<file path="config.mk">
export PLATFORM = sky130hd
export DESIGN_NAME = latch_word_loader
export DESIGN_NICKNAME = d
export VERILOG_FILES = /design/src/rtl/latch_loader_pkg.sv /design/src/rtl/latch_word_loader_pulse_timer.sv /design/src/rtl/latch_word_loader.sv
export SDC_FILE = /design/constraint.sdc
export NUM_CORES = 1
export LEC_CHECK = 0
export CELL_PAD_IN_SITES_DETAIL_PLACEMENT = 0
export CELL_PAD_IN_SITES_GLOBAL_PLACEMENT = 2
export CORE_UTILIZATION = 34
export CTS_CLUSTER_DIAMETER = 60
export CTS_CLUSTER_SIZE = 10
export DETAILED_ROUTE_END_ITERATION = 6
export PLACE_DENSITY_LB_ADDON = 0.1
export SYNTH_ARGS = -nofsm -noshare
export SYNTH_HDL_FRONTEND = slang
export SYNTH_HIERARCHICAL = 1
export SYNTH_SLANG_ARGS = --single-unit
</file>
<file path="constraint.sdc">
create_clock -name clk -period 2.6 [get_ports clk]
set_clock_uncertainty 0.2 [all_clocks]
set_input_delay 0.78 -clock clk [delete_from_list [all_inputs] [get_ports clk]]
set_output_delay 0.78 -clock clk [all_outputs]
set_load 0.05 [all_outputs]
</file>
<file path="src/rtl/latch_loader_pkg.sv">
// Shared types and sizing helpers for the latch word loader.
package latch_loader_pkg;

    typedef enum logic [1:0] {
        SHIFT = 2'd0,
        SETUP = 2'd1,
        OPEN  = 2'd2,
        CLOSE = 2'd3
    } state_t;

    function automatic int cnt_w(input int width);
        return $clog2(width + 1);
    endfunction

endpackage

</file>
<file path="src/rtl/latch_word_loader_pulse_timer.sv">
// Down-counter that sets how long the latch enable stays open.
module pulse_timer #(
    parameter int HOLD_CYCLES = 2
) (
    input  logic clk,
    input  logic rst_n,
    input  logic load,
    input  logic run,
    output logic expire
);

    localparam int TW = $clog2(HOLD_CYCLES + 1);
    localparam logic [TW-1:0] LOAD_VAL = TW'(HOLD_CYCLES - 1);

    logic [TW-1:0] cnt;

    // Loaded with HOLD_CYCLES-1 so the terminal count is reached on the last open cycle.
    always_ff @(posedge clk or negedge rst_n) begin
        if (!rst_n) begin
            cnt <= '0;
        end else if (load) begin
            cnt <= LOAD_VAL;
        end else if (run && (cnt != '0)) begin
            cnt <= cnt - TW'(1);
        end
    end

    assign expire = (cnt == '0);

endmodule

</file>
<file path="src/rtl/latch_word_loader.sv">
// Deserialises a valid/ready bit stream and writes each word into a D-latch bank with a timed enable.
//   state | meaning
//   SHIFT | collecting serial bits into the shadow register
//   SETUP | D settled, enable still closed
//   OPEN  | enable held open for HOLD_CYCLES
//   CLOSE | enable closed, D held, done raised
module latch_word_loader
    import latch_loader_pkg::*;
#(
    parameter int WIDTH       = 8,
    parameter int HOLD_CYCLES = 2,
    parameter int MSB_FIRST   = 1
) (
    input  logic                      clk,
    input  logic                      rst_n,
    input  logic                      ser_d,
    input  logic                      ser_valid,
    output logic                      ser_ready,
    input  logic                      clr,
    output logic [WIDTH-1:0]          D,
    output logic                      En,
    output logic                      busy,
    output logic                      done,
    output logic [cnt_w(WIDTH)-1:0]   bit_cnt
);

    localparam int CNT_W = cnt_w(WIDTH);

    state_t           state;
    logic [WIDTH-1:0] shadow;
    logic [WIDTH-1:0] shadow_nxt;
    logic             accept;
    logic             last_bit;
    logic             tmr_expire;

    // Flops are already held in reset while rst_n is low, so it only gates the port.
    assign ser_ready = (state == SHIFT) & rst_n & ~clr;
    assign accept    = ser_valid & (state == SHIFT) & ~clr;
    assign last_bit  = (bit_cnt == CNT_W'(WIDTH - 1));
    assign busy      = (state != SHIFT);

    generate
        if (MSB_FIRST != 0) begin : g_msb
            assign shadow_nxt = {shadow[WIDTH-2:0], ser_d};
        end else begin : g_lsb
            assign shadow_nxt = {ser_d, shadow[WIDTH-1:1]};
        end
    endgenerate

    pulse_timer #(
        .HOLD_CYCLES(HOLD_CYCLES)
    ) u_timer (
        .clk   (clk),
        .rst_n (rst_n),
        .load  (state == SETUP),
        .run   (state == OPEN),
        .expire(tmr_expire)
    );

    // En and done are registered from the state, so each lags its state by one cycle.
    always_ff @(posedge clk or negedge rst_n) begin
        if (!rst_n) begin
            state   <= SHIFT;
            shadow  <= '0;
            D       <= '0;
            bit_cnt <= '0;
            En      <= 1'b0;
            done    <= 1'b0;
        end else if (clr) begin
            state   <= SHIFT;
            shadow  <= '0;
            bit_cnt <= '0;
            En      <= 1'b0;
            done    <= 1'b0;
        end else begin
            En   <= (state == OPEN);
            done <= (state == CLOSE);
            case (state)
                SHIFT: begin
                    if (accept) begin
                        if (last_bit) begin
                            D       <= shadow_nxt;
                            shadow  <= '0;
                            bit_cnt <= '0;
                            state   <= SETUP;
                        end else begin
                            shadow  <= shadow_nxt;
                            bit_cnt <= bit_cnt + CNT_W'(1);
                        end
                    end
                end
                SETUP: state <= OPEN;
                OPEN: begin
                    if (tmr_expire) begin
                        state <= CLOSE;
                    end
                end
                CLOSE:   state <= SHIFT;
                default: state <= SHIFT;
            endcase
        end
    end

endmodule
</file>
# Word level (Yosys, flattened, before mapping)
# Cells that the tools add are included.
[classes]
add_sub_neg = 2
eq_ne = 7
muxes = 17
n_bitwise = 5
n_reduce_logical = 11
[ops]
columns = ["operator", "count"]
rows = [
  ["$mux 7", 4],
  ["$mux 4", 4],
  ["$mux 2", 6],
  ["$reduce_bool 2->1", 5],
  ["$ne 3x3->1 const B", 3],
  ["$pmux 2 s4", 1],
  ["$add 4x1->4 const B", 1],
  ["$and 1x1->1", 4],
  ["$eq 2x2->1 const B", 2],
  ["$eq 4x3->1 const B", 1],
  ["$logic_not 2->1", 2],
  ["$reduce_and 4->1", 1],
  ["$reduce_and 3->1", 1],
  ["$eq 2x1->1 const B", 1],
  ["$mux 1", 2],
  ["$reduce_and 2->1", 1],
  ["$sub 2x1->2 const B", 1],
  ["$logic_and 1x1->1", 1],
  ["$not 1->1", 1],
]
[totals]
ff_bits = 25
inputBits = 5
out_inout_bits = 16
wordCells = 49

# Depth between registers and ports, before layout
# Gate-level depths: netlist (run 1).
[logic_depth]
ltp_word = 6
ltp_mapped = 7
depth_no_buf = 5

# Cells and area by module
# The synthesis (run 1) kept the hierarchy.
[modules_own_cells]
columns = ["mod", "n_inst", "cells_each", "area_each_um2", "seq_area_each_um2"]
rows = [
  ["latch_word_loader", 1, 84, 1091.0, 575.6],
  ["pulse_timer", 1, 11, 116.4, 50.0],
]

# Worst setup path after synthesis (run 1)
# Ideal clock, no wire load.
[synth_path]
path_type = "input-to-output"
start = "input port clr"
end = "output port ser_ready"
arrival_time_ns = 1.490
t_required_ns = 1.620
path_slack_ns = 0.130
cell_stages = 3
path_buffers = 1
cell_sequence = "buf_4 -> nor2b_4 -> and2_1"
[synth_via]
elab_chain_len = 2
[synth_lines]
columns = ["item", "line_no", "text"]
rows = [
  ["from (decl)", "latch_word_loader.sv:19", "input logic clr,"],
  ["$not 1->1 (no line)", "--", ""],
  ["$and 1x1->1", "latch_word_loader.sv:37", "assign ser_ready = (state == SHIFT) & rst_n & ~clr;"],
  ["to (decl)", "latch_word_loader.sv:18", "output logic ser_ready,"],
]
# Every way passes these cells.

# Worst setup path in the final report (run 1)
[layout_path]
start = "register D[1]"
end = "output port D[1]"
[layout_lines]
columns = ["item", "line_no", "text"]
rows = [
  ["from (decl)", "latch_word_loader.sv:20", "output logic [WIDTH-1:0] D,"],
  ["from (signal assigned)", "latch_word_loader.sv:82", "D <= shadow_nxt;"],
]
# No word-level cell between the ends.

==> qor.yml, run 1 <==
route:
  drtPass1Iterations: 4
  wl_met3_um: 52
  detail-route-antenna-nets: 0
  met2_length_mm: 1.01
  vias: 783
  drt_wl_total_mm: 2.16
  top_layer_used: "met4"
  remaining_drc_errors: 0
  wl_per_cell_um: 13.0
  vias_per_cell: 4.72
  wl_met1_mm: 1.08
  drt_first_iter_violations: 64
pwr:
  p_sw_frac: 0.360
  power_mw: 1.04
  p_sw_mw: 0.375
  p_clk_frac: 0.163
  powerDensity_nw_per_um2: 683
  vdd_drop_max_uv: 518
  power_frac_comb: 0.401
  internal_power_mw: 0.667
  leakage_nw: 0.787
  seq_power_share: 0.435
die:
  rows: 21
  die_h_um: 61.6
  coreArea_um2: 3360
  die_area_um2: 3790
  io_pins: 21
  die_x_um: 61.6
  initial_utilization: 0.359
layout:
  final_cell_mix: "25 x dfrtp_1, 12 x clkdlybuf4s50_1, 8 x mux2_4"
  synthToLayoutAreaGrowth_pct: 26.4
  final_area_um2: 1530
  antennaDiodeCount: 0
  fin_nets: 133
  drive_gt1_frac: 0.200
  final_common_cell: "dfrtp_1"
yosys:
  synth.cell_area_um2: 1210
  ys_ff_latch: 25
  ys_warn_count: 6
  synth_top_area_share: 0.518
  ys_types: 30
  synth_top_area_cell: "dfrtp_1"
  syn_nets: 107
  syn_avg_cell_area_um2: 12.7
  synth_cells: 95
  ys_seq_area_frac: 0.518
  synth_area_leaders: "dfrtp_1 52%, mux2_4 9.9%, ha_1 7.3%"
timing:
  max_freq_ghz: 0.404
  tightest_slew_ns: 0.702
  setup-tns-final_ns: 0
  slew_headroom: 0.532
  rsz0062_at_grt: "false"
  setup_viol: 0
  fin_crit_ns: 2.48
  setup_ws_ns: 0.122
  hold_slack_ns: 0.325
  hold_violations: 0
  timing.final.crit_share: 0.953
  drv_slew: 0
place:
  dp_hpwl_mm: 1.58
  pre_cts_slack_ns: -0.0880
  gp_congestion: 0.744
  io_buffer_count: 20
  dpl_cell_area_um2: 1480
critical_path:
  path_depth: 1
  critPathKind: "flip-flop to output pin"
  reg2reg_depth: 5
  path_cells: "clkdlybuf4s50_1"
  slowest_stage: "clkdlybuf4s50_1"
  crit_arrival_ns: 1.50
  slowest_delay_ns: 0.81
  cp_num_buf_inv: 1
  cp_top_family: "buffers and inverters"
  end_kind: "output pin"
  cp.required_ns: 1.62
  critPathLaunchType: "flip-flop"
  cp_max_fo: 2
  reg2reg_slack_ns: 0.61
clock_tree:
  cts_buffer_depth: 2
  cts_tree: "built"
  clk_pin_slew_ns: 0.14
  numCtsBuffers: 3
  cts-root-buf: "clkbuf_4"
  h-tree-depth: 1
  clk-insertion-delay-late_ns: 0.31
  cts_sinks: 25
status:
  status: "complete, no violations"
global_route:
  grt_antenna_before_repair: 0
  grt_pass1_vias: 726
  grt_max_degree: 26
  grt_overflow: 0
  grt_use_total: 0.126
  grt_pass1_wl_mm: 3.46
job:
  drv_cap: 0
hold_path:
  holdCritPathClass: "flip-flop to flip-flop"
  holdPathStages: 1
## flip-flops by register name, summed over array words and instances (netlist names)
register,flops
D,8
En,1
bit_cnt,4
done,1
shadow,7
state,2
u_timer/cnt,2
## synthesized netlist by cell type (all sizes together)
cell type and count:
nand3 4, mux2i 1, and3b 1, nand4b 1, nor2b 5, nand2 3
and3 1, a22o 7, mux2 9, or4b 1, buf 4, nand4 1
a21oi 3, nor2 5, nand3b 1, nor3b 1, or4 1, and2b 1
a2111oi 1, o22a 1, and2 2, o31ai 1, xor2 1, inv 6
a211o 1, dfrtp 25, ha 7
## power groups by stage
stage | logic [mW] | registers [mW] | clock network (mW)
floorplan | 0.220 | 0.501 | 0
global placement | 0.406 | 0.462 | 0
detailed placement | 0.409 | 0.463 | 0
CTS | 0.413 | 0.455 | 0.185
global route | 0.455 | 0.460 | 0.203
finish | 0.418 | 0.454 | 0.170
## metal layers
layer  GRT usage  up-vias
met5           0        -
met4      0.0381        0
met3      0.0252        2
met2       0.204       15
met1       0.170      385
li1            -      381
## final timing paths
path                          start         end
setup / recovery               D[1]        D[1]
hold / removal                 D[2]        D[2]
setup reg to reg           state[0]  bit_cnt[0]
hold reg to reg                D[2]        D[2]
max in group asynchronous     rst_n  bit_cnt[0]
min in group asynchronous     rst_n        D[5]
## area by class of cell
type	count	area (um^2)
repair buffers	25	265
clock inverters	1	5.00
clock buffers	3	22.5
fillers	345	1840
flip-flops and latches	25	626
inverters	6	22.5
well taps	46	57.6
multi-input cells	60	528
## timing repair
item | CTS | global route
pin swaps | 0 | 0
setup endpoints to repair | 1 | 5
buffers inserted | 0 | 1
gates resized for setup | 3 | 4
hold buffers | 0 | 0
## through the flow
| step | std cells | utilization |
|---|---|---|
| final | 166 | 0.454 |
| after global routing | 166 | 0.454 |
| after CTS | 165 | 0.449 |
| after detailed placement | 161 | 0.440 |
| after global placement | 161 | 0.440 |
| after floorplan | 95 | - |
## cell families after synthesis
group                      share of synthesized area
buffers and inverters                         0.0466
and+or+nand+nor                                0.147
AOI/OAI and AO/OA                             0.0912
muxes                                          0.117
adders and majority gates                     0.0725
xor gates and xnor gates                     0.00726
DFF                                            0.518
Power figures use the tool's default switching activity.
==> run 2, diff against run 1 <==
CORE_ASPECT_RATIO = 1.1   (was unset)
==> run 2 against run 1 <==
  * Die area is essentially flat
  * First-iteration DRC count down 86%
  * Clock-buffer cell count rose by 1
  * Utilization is 0.081 points lower
  * Sequential power about the same
  * Sequential share of layout area is 0.13 points higher
  * Critical path depth stayed put
==> qor.yml, run 2 (synthesis results as in run 1) <==
status:
  status: "complete, no violations"
die:
  coreArea_um2: 3360  # -0.15%
  initial_utilization: 0.360  # +0.000535
  rows: 22  # +4.8%
  die_area_um2: 3790  # about the same
  io_pins: 21  # unchanged
  die_h_um: 64.5  # +4.7%
  die_x_um: 58.8  # -4.5%
pwr:
  powerDensity_nw_per_um2: 680  # -0.42%
  vdd_drop_max_uv: 443  # -15%
  leakage_nw: 0.753  # -4.3%
clock_tree:
  cts_tree: "built"
  cts-root-buf: "clkbuf_4"
  h-tree-depth: 1  # unchanged
  cts_sinks: 25  # unchanged
  cts_buffer_depth: 2  # unchanged
  numCtsBuffers: 3  # unchanged
  postCtsHoldBufs: 0  # unchanged
  clk-insertion-delay-late_ns: 0.31  # about the same
  clk_pin_slew_ns: 0.14  # about the same
layout:
  final_area_um2: 1520  # -0.33%
  antennaDiodeCount: 0  # unchanged
  fin_cells: 168  # +1.2%
  fin_nets: 133  # unchanged
  largest_reg_flops: 8  # unchanged
  synthToLayoutAreaGrowth_pct: 26.0
  largest_register: "D"
  top_regs: "D: 8 flops, shadow: 7 flops, bit_cnt: 4 flops"
  final_cell_mix: "25 x dfrtp_1, 13 x clkdlybuf4s50_1, 8 x mux2_4"
  final_common_cell: "dfrtp_1"
  drive_gt1_frac: 0.192  # -0.00833
timing:
  drv_slew: 0  # unchanged
  timing.final.crit_share: 0.967  # +0.0144
  hold_violations: 0  # unchanged
  setup_viol: 0  # unchanged
  max_freq_ghz: 0.398  # -1.5%
  tightest_slew_ns: 0.674  # -0.0280 ns
  slew_headroom: 0.551  # +0.0187
  fin_crit_ns: 2.52  # +0.0374 ns
  rsz0062_at_grt: "false"
critical_path:
  cp_num_buf_inv: 1  # unchanged
  path_cells: "clkdlybuf4s50_1"
  slowest_stage: "clkdlybuf4s50_1"
  critPathLaunchType: "flip-flop"
  cp_top_family: "buffers and inverters"
  critPathKind: "flip-flop to output pin"
  end_kind: "output pin"
  reg2reg_from: "state[0]"
  crit_arrival_ns: 1.54  # +0.04 ns
  slowest_delay_ns: 0.81  # about the same
  crit_start: "bit_cnt[1]"
  cp.required_ns: 1.62  # about the same
  cp_max_fo: 4  # +2
route:
  remaining_drc_errors: 0  # unchanged
  wl_per_cell_um: 12.7  # -2.2%
  drt_wl_total_mm: 2.13  # -1.1%
  detail-route-antenna-nets: 0  # unchanged
  drt_first_iter_violations: 9  # -86%
  vias: 770  # -1.7%
  vias_per_cell: 4.58  # -2.8%
  drtPass1Iterations: 4  # unchanged
place:
  dpl_cell_area_um2: 1480  # +0.17%
  dp_hpwl_mm: 1.59  # +0.17%
  io_buffer_count: 20  # unchanged
  placedCellCount: 163  # +1.2%
  gp_congestion: 0.787  # +5.8%
global_route:
  grt_pass1_vias: 794  # +9.4%
  grt_overflow: 0  # unchanged
  grt_pass1_wl_mm: 3.71  # +7.0%
  grt_max_degree: 26  # unchanged
  grt_antenna_before_repair: 0  # unchanged
  grt_use_total: 0.128  # +0.00203
job:
  drv_cap: 0  # unchanged
hold_path:
  hold_start: "D[2]"
  holdCritPathClass: "flip-flop to flip-flop"
[run 2: path summary, 6_finish.rpt]
check | slack [ns] | cells after the start | to
max in group asynchronous | 1.50 | 2 | En
min reg2reg | 0.32 | 1 | D[2]
min in group asynchronous | 0.45 | 2 | shadow[5]
max | 0.08 | 1 | bit_cnt[1]
min | 0.32 | 1 | D[2]
max reg2reg | 0.64 | 5 | bit_cnt[0]
[run 2: layout make-up]
cell class,instances,area (um^2)
tap,48,60.1
multi-input combinational,60,528
clock buffer,4,26.3
sequential,25,626
inverter,6,22.5
fill,335,1840
timing repair buffer,25,259
[run 2: through the flow]
stage	setup TNS, ns	total power, mW	setup slack (ns)	util	hold slack, ns
2_1_floorplan	0	0.722	0.130	-	0.273
3_3_place_gp	-0.0756	0.867	-0.0756	0.442	0.296
3_5_place_dp	-0.0838	0.873	-0.0838	0.442	0.296
4_1_cts	0	1.05	0.0116	0.449	0.333
5_1_grt	0	1.11	0.0162	0.453	0.351
6_report	0	1.03	0.0848	0.453	0.324
[run 2: where the power goes]
part | leakage (nW) | internal, mW | switching, mW | total, mW
clock network | 0.0150 | 0.0598 | 0.112 | 0.172
registers | 0.341 | 0.423 | 0.0296 | 0.452
logic | 0.397 | 0.181 | 0.229 | 0.410
total | 0.753 | 0.664 | 0.370 | 1.03
[run 2: timing repair]
item,CTS,global route
setup endpoints to repair,2,3
endpoints found under the hold margin,0,0
setup buffers,0,1
resized for setup,4,2
pin swaps,0,0
[run 2: per-layer routing]
layer  share of wire  track usage
met5               0            0
met4          0.0084       0.0357
met3           0.032       0.0240
met2            0.49        0.216
met1            0.47        0.166
